[config.mk]
export PLATFORM = sky130hd
export DESIGN_NAME = mem_access_seq_flat
export DESIGN_NICKNAME = d
export VERILOG_FILES = /design/src/rtl/constants_pkg.sv /design/src/rtl/mem_access_seq_if.sv /design/src/rtl/mem_access_seq.sv /design/src/flat_wrapper.sv
export SDC_FILE = /design/constraint.sdc
export NUM_CORES = 1
export LEC_CHECK = 0
export ABC_AREA = 0
export CAP_MARGIN = 40
export CORE_MARGIN = 3
export CORE_UTILIZATION = 45
export CTS_CLUSTER_DIAMETER = 120
export CTS_CLUSTER_SIZE = 24
export DETAILED_ROUTE_END_ITERATION = 16
export PLACE_DENSITY_LB_ADDON = 0.15
export SETUP_SLACK_MARGIN = 0.5
export SYNTH_ARGS = -nofsm -noshare
export SYNTH_HDL_FRONTEND = slang
export SYNTH_SLANG_ARGS = --single-unit
export TNS_END_PERCENT = 20
[constraint.sdc]
create_clock -name clk -period 4.2 [get_ports clk]
set_clock_uncertainty 0.15 [all_clocks]
set_input_delay 0.84 -clock clk [delete_from_list [all_inputs] [get_ports clk]]
set_output_delay 0.84 -clock clk [all_outputs]
set_load 0.02 [all_outputs]
[src/rtl/constants_pkg.sv]
`default_nettype none
// ============================================================================
//  Module      : constants_pkg
//  Description : Shared widths, memory access size codes, sequencer state
//                type and load-extension helper.
//  Revision    : 1.0  initial release
// ============================================================================
package constants_pkg;

    localparam int ADDR_WIDTH = 32;
    localparam int DATA_WIDTH = 32;

    localparam logic [1:0] MEM_SIZE_BYTE = 2'b00;
    localparam logic [1:0] MEM_SIZE_HALF = 2'b01;
    localparam logic [1:0] MEM_SIZE_WORD = 2'b10;

    typedef enum logic [1:0] {
        ST_IDLE   = 2'b00,
        ST_ACCESS = 2'b01,
        ST_RESP   = 2'b10
    } mem_seq_state_t;

    function automatic logic [DATA_WIDTH-1:0] load_extend(
        input logic [DATA_WIDTH-1:0] data,
        input logic [1:0]            size,
        input logic                  is_unsigned
    );
        logic [DATA_WIDTH-1:0] ext;
        ext = data;
        case (size)
            MEM_SIZE_BYTE: ext = is_unsigned ? {{(DATA_WIDTH-8){1'b0}}, data[7:0]}
                                             : {{(DATA_WIDTH-8){data[7]}}, data[7:0]};
            MEM_SIZE_HALF: ext = is_unsigned ? {{(DATA_WIDTH-16){1'b0}}, data[15:0]}
                                             : {{(DATA_WIDTH-16){data[15]}}, data[15:0]};
            default:       ext = data;
        endcase
        return ext;
    endfunction

endpackage
`default_nettype wire

[src/rtl/mem_access_seq_if.sv]
`default_nettype none
// ============================================================================
//  Module      : mem_access_seq_if
//  Description : Request/response handshake and memory bus of the access
//                sequencer. slave = sequencer view, master = environment view.
//  Revision    : 1.0  initial release
// ============================================================================
interface mem_access_seq_if
    import constants_pkg::*;
#(
    parameter int AWIDTH = ADDR_WIDTH,
    parameter int DWIDTH = DATA_WIDTH
);
    logic              req_valid_i;
    logic              req_ready_o;
    logic [AWIDTH-1:0] req_addr_i;
    logic [DWIDTH-1:0] req_wdata_i;
    logic              req_store_i;
    logic [1:0]        req_size_i;
    logic              req_unsigned_i;

    logic              resp_valid_o;
    logic [DWIDTH-1:0] resp_rdata_o;
    logic              resp_misaligned_o;

    logic [AWIDTH-1:0] mem_addr_o;
    logic [DWIDTH-1:0] mem_data_o;
    logic              mem_read_en_o;
    logic              mem_write_en_o;
    logic [1:0]        mem_size_o;
    logic              mem_unsigned_o;
    logic [DWIDTH-1:0] mem_data_i;

    modport slave (
        input  req_valid_i, req_addr_i, req_wdata_i, req_store_i, req_size_i,
               req_unsigned_i, mem_data_i,
        output req_ready_o, resp_valid_o, resp_rdata_o, resp_misaligned_o,
               mem_addr_o, mem_data_o, mem_read_en_o, mem_write_en_o,
               mem_size_o, mem_unsigned_o
    );

    modport master (
        output req_valid_i, req_addr_i, req_wdata_i, req_store_i, req_size_i,
               req_unsigned_i, mem_data_i,
        input  req_ready_o, resp_valid_o, resp_rdata_o, resp_misaligned_o,
               mem_addr_o, mem_data_o, mem_read_en_o, mem_write_en_o,
               mem_size_o, mem_unsigned_o
    );

endinterface
`default_nettype wire

[src/rtl/mem_access_seq.sv]
`default_nettype none
// ============================================================================
//  Module      : mem_access_seq
//  Description : Turns one pipeline load/store into a single native-size
//                memory beat, or a run of byte beats when misaligned.
//  Revision    : 1.0  initial release
// ============================================================================
module mem_access_seq
    import constants_pkg::*;
#(
    parameter int AWIDTH = ADDR_WIDTH,
    parameter int DWIDTH = DATA_WIDTH
) (
    input  logic            clk,
    input  logic            rst,
    mem_access_seq_if.slave bus
);

    mem_seq_state_t    r_state;
    logic [1:0]        r_beat;
    logic [AWIDTH-1:0] r_addr;
    logic [DWIDTH-1:0] r_wdata;
    logic              r_store;
    logic [1:0]        r_size;
    logic              r_unsigned;
    logic [DWIDTH-1:0] r_asm;

    logic              w_misaligned;
    logic [1:0]        w_last_beat;

    always_comb begin
        w_misaligned = 1'b0;
        case (r_size)
            MEM_SIZE_HALF: w_misaligned = r_addr[0];
            MEM_SIZE_WORD: w_misaligned = |r_addr[1:0];
            default:       w_misaligned = 1'b0;
        endcase
        w_last_beat = 2'd0;
        if (w_misaligned)
            w_last_beat = (r_size == MEM_SIZE_HALF) ? 2'd1 : 2'd3;
    end

    // Size code 11 is folded onto word at accept so later logic sees one encoding.
    always_ff @(posedge clk or posedge rst) begin
        if (rst) begin
            r_state    <= ST_IDLE;
            r_beat     <= 2'd0;
            r_addr     <= '0;
            r_wdata    <= '0;
            r_store    <= 1'b0;
            r_size     <= MEM_SIZE_BYTE;
            r_unsigned <= 1'b0;
            r_asm      <= '0;
        end else begin
            case (r_state)
                ST_IDLE: begin
                    if (bus.req_valid_i) begin
                        r_addr     <= bus.req_addr_i;
                        r_wdata    <= bus.req_wdata_i;
                        r_store    <= bus.req_store_i;
                        r_size     <= (bus.req_size_i == 2'b11) ? MEM_SIZE_WORD : bus.req_size_i;
                        r_unsigned <= bus.req_unsigned_i;
                        r_beat     <= 2'd0;
                        r_asm      <= '0;
                        r_state    <= ST_ACCESS;
                    end
                end
                ST_ACCESS: begin
                    if (!r_store) begin
                        if (w_misaligned)
                            r_asm[{r_beat, 3'b000} +: 8] <= bus.mem_data_i[7:0];
                        else
                            r_asm <= bus.mem_data_i;
                    end
                    if (r_beat == w_last_beat) begin
                        r_beat  <= 2'd0;
                        r_state <= ST_RESP;
                    end else begin
                        r_beat  <= r_beat + 2'd1;
                    end
                end
                ST_RESP: r_state <= ST_IDLE;
                default: r_state <= ST_IDLE;
            endcase
        end
    end

    // Aligned load data arrives already extended by the memory; only the
    // byte-assembled result needs extending here.
    always_comb begin
        bus.req_ready_o       = (r_state == ST_IDLE);
        bus.resp_valid_o      = (r_state == ST_RESP);
        bus.resp_rdata_o      = '0;
        bus.resp_misaligned_o = 1'b0;
        bus.mem_addr_o        = '0;
        bus.mem_data_o        = '0;
        bus.mem_read_en_o     = 1'b0;
        bus.mem_write_en_o    = 1'b0;
        bus.mem_size_o        = MEM_SIZE_BYTE;
        bus.mem_unsigned_o    = 1'b0;

        if (r_state == ST_ACCESS) begin
            bus.mem_addr_o     = r_addr + AWIDTH'(r_beat);
            bus.mem_read_en_o  = !r_store;
            bus.mem_write_en_o = r_store;
            bus.mem_size_o     = w_misaligned ? MEM_SIZE_BYTE : r_size;
            bus.mem_unsigned_o = w_misaligned | r_unsigned;
            if (r_store)
                bus.mem_data_o = w_misaligned ? (r_wdata >> {r_beat, 3'b000}) : r_wdata;
        end

        if (r_state == ST_RESP) begin
            bus.resp_misaligned_o = w_misaligned;
            if (!r_store)
                bus.resp_rdata_o = w_misaligned
                                 ? DWIDTH'(load_extend(DATA_WIDTH'(r_asm), r_size, r_unsigned))
                                 : r_asm;
        end
    end

endmodule
`default_nettype wire

[src/flat_wrapper.sv]
// flat-port wrapper written by rule: the top's interface ports become plain ports
module mem_access_seq_flat import constants_pkg::*;
#(
    parameter int AWIDTH = ADDR_WIDTH,
    parameter int DWIDTH = DATA_WIDTH
)
  (clk, rst, bus_req_valid_i, bus_req_addr_i, bus_req_wdata_i, bus_req_store_i, bus_req_size_i, bus_req_unsigned_i, bus_mem_data_i, bus_req_ready_o, bus_resp_valid_o, bus_resp_rdata_o, bus_resp_misaligned_o, bus_mem_addr_o, bus_mem_data_o, bus_mem_read_en_o, bus_mem_write_en_o, bus_mem_size_o, bus_mem_unsigned_o);
  mem_access_seq_if #(.AWIDTH(AWIDTH), .DWIDTH(DWIDTH)) bus_i ();
  input  logic clk;
  input  logic rst;
  input wire logic [$bits(bus_i.req_valid_i)-1:0] bus_req_valid_i;
  input wire logic [$bits(bus_i.req_addr_i)-1:0] bus_req_addr_i;
  input wire logic [$bits(bus_i.req_wdata_i)-1:0] bus_req_wdata_i;
  input wire logic [$bits(bus_i.req_store_i)-1:0] bus_req_store_i;
  input wire logic [$bits(bus_i.req_size_i)-1:0] bus_req_size_i;
  input wire logic [$bits(bus_i.req_unsigned_i)-1:0] bus_req_unsigned_i;
  input wire logic [$bits(bus_i.mem_data_i)-1:0] bus_mem_data_i;
  output wire logic [$bits(bus_i.req_ready_o)-1:0] bus_req_ready_o;
  output wire logic [$bits(bus_i.resp_valid_o)-1:0] bus_resp_valid_o;
  output wire logic [$bits(bus_i.resp_rdata_o)-1:0] bus_resp_rdata_o;
  output wire logic [$bits(bus_i.resp_misaligned_o)-1:0] bus_resp_misaligned_o;
  output wire logic [$bits(bus_i.mem_addr_o)-1:0] bus_mem_addr_o;
  output wire logic [$bits(bus_i.mem_data_o)-1:0] bus_mem_data_o;
  output wire logic [$bits(bus_i.mem_read_en_o)-1:0] bus_mem_read_en_o;
  output wire logic [$bits(bus_i.mem_write_en_o)-1:0] bus_mem_write_en_o;
  output wire logic [$bits(bus_i.mem_size_o)-1:0] bus_mem_size_o;
  output wire logic [$bits(bus_i.mem_unsigned_o)-1:0] bus_mem_unsigned_o;
  assign bus_i.req_valid_i = bus_req_valid_i;
  assign bus_i.req_addr_i = bus_req_addr_i;
  assign bus_i.req_wdata_i = bus_req_wdata_i;
  assign bus_i.req_store_i = bus_req_store_i;
  assign bus_i.req_size_i = bus_req_size_i;
  assign bus_i.req_unsigned_i = bus_req_unsigned_i;
  assign bus_i.mem_data_i = bus_mem_data_i;
  assign bus_req_ready_o = bus_i.req_ready_o;
  assign bus_resp_valid_o = bus_i.resp_valid_o;
  assign bus_resp_rdata_o = bus_i.resp_rdata_o;
  assign bus_resp_misaligned_o = bus_i.resp_misaligned_o;
  assign bus_mem_addr_o = bus_i.mem_addr_o;
  assign bus_mem_data_o = bus_i.mem_data_o;
  assign bus_mem_read_en_o = bus_i.mem_read_en_o;
  assign bus_mem_write_en_o = bus_i.mem_write_en_o;
  assign bus_mem_size_o = bus_i.mem_size_o;
  assign bus_mem_unsigned_o = bus_i.mem_unsigned_o;
  mem_access_seq #(.AWIDTH(AWIDTH), .DWIDTH(DWIDTH)) u_core (.clk(clk), .rst(rst), .bus(bus_i));
endmodule
==> flow_metrics.env <==
export IMPL_fillCellCount=1227
export IMPL_grtUsageTotal=0.255
export IMPL_io_buffers=206
export IMPL_root_buffer="clkbuf_16"
export IMPL_boundaryPins=207
export IMPL_async_flop_share=1.00
export IMPL_final_max_slew_viol_count=0
export IMPL_cp_required_ps=3210
export IMPL_seqPwrFrac=0.342
export IMPL_outcome="completed"
export IMPL_p_int_mw=3.09
export IMPL_area_delta_synth_final_pct=42.6
export IMPL_p_clk_frac=0.143
export IMPL_finalPower_mw=5.57
export IMPL_ctsHoldBuffers=0
export IMPL_yosys_warnings=0
export IMPL_yosysTopAreaCell="dfrtp_1"
export IMPL_synth_edf_count=0
export IMPL_seq_area_frac_synth=0.401
export IMPL_antenna_found_initial=0
export IMPL_dpl_hpwl_um=14400
export IMPL_max_slew_margin=0.526
export IMPL_yosys_top_cells_count="nand2_1, dfrtp_1, a21oi_1, nor2_1, clkbuf_1"
export IMPL_initial_core_util=0.464
export IMPL_path_common_cell="a21oi_1"
export IMPL_clock_fmax_mhz=254
export IMPL_switching_share=0.445
export IMPL_p_switching_mw=2.48
export IMPL_gp_congestion=0.863
export IMPL_hold_class="reg -> reg"
export IMPL_fp_dieH_um=126
export IMPL_num_rows=43
export IMPL_vias_per_cell=5.51
export IMPL_vias=6459
export IMPL_syn_area_mm2=0.00649
export IMPL_synth_most_common_cell="nand2_1"
export IMPL_clock_path_buffers=2
export IMPL_final_period_utilization=0.937
export IMPL_worstMarginPinSlew_ps=706
export IMPL_layout_min_cycle_time_ps=3940
export IMPL_die_area_mm2=0.0159
export IMPL_core_mm2=0.0140
export IMPL_syn_inst=780
export IMPL_peakVddDrop_v=0.000335
export IMPL_htree_levels=3
export IMPL_synth_top_area_share=0.401
export IMPL_drtIter0Drc=495
export IMPL_p_comb_frac=0.515
export IMPL_n_antenna_cell=0
export IMPL_synth_main_ff_cell="dfrtp_1"
export IMPL_crit_chain="ha_1 -> a21oi_1 -> buf_4 -> or4_1 -> or3_1 -> a21oi_1 -> clkdlybuf4s50_1"
export IMPL_cts_sinks=104
export IMPL_finalWirelength_um=20500
export IMPL_clkTransAtPathRegs_ps=70
export IMPL_grt_pass1_wl_um=33100
export IMPL_dr_pass1_iters=5
export IMPL_hold_violations=0
export IMPL_synth_area_leaders="dfrtp_1, nand2_1, mux2i_1"
export IMPL_critPathKind="reg -> out"
export IMPL_synth_fp_nets=894
export IMPL_die_width_um=126
export IMPL_cp_max_fo=6
export IMPL_drc=0
export IMPL_critPathMaxStageDelay_ps=640
export IMPL_p_per_area_mw_per_mm2=602
export IMPL_crit_family="buffers and inverters"
export IMPL_layout_nets=1102
export IMPL_ant_nets=0
export IMPL_synth_seq_cells=104
export IMPL_cp_slowest_cell="clkdlybuf4s50_1"
export IMPL_overflow=0
export IMPL_setup_viol=0
export IMPL_setup_worst_path_end_class="output pin"
export IMPL_layout_drive_gt1_share=0.0857
export IMPL_synth_cell_types=58
export IMPL_cts_buffers=9
export IMPL_cts_tree="yes"
export IMPL_grt_pass1_vias=6382
export IMPL_cap_violations=0
export IMPL_leakage_nw=3.97
export IMPL_wl_per_cell_um=17.5
export IMPL_syn_area_per_cell_um2=8.32
export IMPL_crit_buf_inv=2
export IMPL_clkLatencyLatePin_ps=350
export IMPL_rsz0062_at_grt="true"
export IMPL_worstPathArrival_ps=2950
export IMPL_fin_setup_tns_ps=0
export IMPL_grt_max_degree=105
export IMPL_startpoint_type="flip-flop"
==> path summary, 6_finish.rpt <==
check                           slack [ps]                           from                       endpoint  cells past startpoint
worst min register to register         320  u_core.r_wdata[6]$_DFFE_PP0P_  u_core.r_wdata[6]$_DFFE_PP0P_                      2
max in group asynchronous             2620                            rst    u_core.r_asm[1]$_DFFE_PP0P_                      3
worst max register to register        1320   u_core.r_size[0]$_DFFE_PP0P_    u_core.r_asm[2]$_DFFE_PP0P_                      9
worst max-delay path                   260   u_core.r_addr[1]$_DFFE_PP0P_             bus_mem_addr_o[13]                      7
worst min-delay path                   320  u_core.r_wdata[6]$_DFFE_PP0P_  u_core.r_wdata[6]$_DFFE_PP0P_                      2
min in group asynchronous              840                            rst   u_core.r_asm[18]$_DFFE_PP0P_                      3
==> layout by cell type (no fill, tap or decap), types with 9 or more instances in the layout <==
| master | netlist | routed |
|---|---|---|
| dfrtp_1 | 104 | 104 |
| and3_1 | 11 | 11 |
| mux2i_1 | 33 | 33 |
| nor2_1 | 41 | 39 |
| nand2_1 | 205 | 203 |
| a21oi_1 | 41 | 41 |
| buf_4 | 0 | 34 |
| o21a_1 | 17 | 17 |
| a32o_1 | 9 | 9 |
| and2_1 | 34 | 34 |
| clkbuf_16 | 0 | 9 |
| inv_1 | 23 | 21 |
| o2bb2ai_1 | 30 | 30 |
| xnor2_1 | 11 | 11 |
| dlygate4sd2_1 | 0 | 13 |
| ha_1 | 10 | 9 |
| o31ai_1 | 9 | 9 |
| nand3_1 | 11 | 10 |
| o21ai_0 | 30 | 30 |
| clkdlybuf4s50_1 | 0 | 187 |
==> timing repair <==
action                     4_1_cts  5_1_grt
pin swaps                        3        1
buffers inserted                 9        3
setup endpoints to repair       74       78
resized for setup               25       10
==> cell families after synthesis <==
| group | share of synthesized area |
|---|---|
| muxes | 0.0543 |
| DFF | 0.401 |
| adders and majority gates | 0.0224 |
| and+or+nand+nor | 0.259 |
| xor gates and xnor gates | 0.0162 |
| buffers and inverters | 0.0428 |
| AOI/OAI and AO/OA | 0.204 |
==> power by group through the flow <==
stage               registers [mW]  logic [mW]  clock network (mW)
global placement              1.89        2.76                   0
detailed placement            1.90        2.81                   0
global route                  1.97        3.16               0.853
CTS                           1.89        2.84               0.816
floorplan                     1.77        1.84                   0
finish                        1.91        2.87               0.795
==> flip-flops by register name (all words and copies together) (netlist names) <==
register           flops
u_core.r_addr         32
u_core.r_asm          32
u_core.r_wdata        32
u_core.r_beat          2
u_core.r_size          2
u_core.r_state         2
u_core.r_store         1
u_core.r_unsigned      1
==> layout make-up <==
type / count / area (µm²) / area share
timing repair buffer: 244 / 2380 / 0.258
clock buffer: 12 / 256 / 0.0277
multi-input combinational: 604 / 3660 / 0.396
sequential: 104 / 2600 / 0.281
inverter: 25 / 109 / 0.0118
tap: 180 / 225 / 0.0243
clock inverter: 3 / 17.5 / 0.00189
==> per-layer routing <==
metal | global-route usage | wire length, µm | vias to the layer above
met3 | 0.0632 | 1470 | 19
met5 | 0 | 0 | -
met1 | 0.348 | 9040 | 3040
li1 | - | - | 3165
met2 | 0.410 | 9790 | 235
met4 | 0.0631 | 223 | 0
==> worst register-to-register path, delay by kind of cell (launching register included) <==
family          cells  cell delay [ps]
flops               1              380
buf+inv             4              870
compound gates      4             1120
fa+ha+maj           1              260
==> metrics by stage <==
| stage | hold WS, ps | cells | worst slack (ps) | util | area [µm²] |
|---|---|---|---|---|---|
| after floorplan | 296 | 780 | 814 | - | 6500 |
| after global placement | 310 | 1144 | 421 | 0.631 | 8830 |
| after detailed placement | 313 | 1145 | 379 | 0.633 | 8850 |
| after CTS | 329 | 1169 | 274 | 0.658 | 9210 |
| after global routing | 352 | 1172 | 145 | 0.662 | 9260 |
| final | 324 | 1172 | 263 | 0.662 | 9260 |
(Power assumes the default switching activity.)
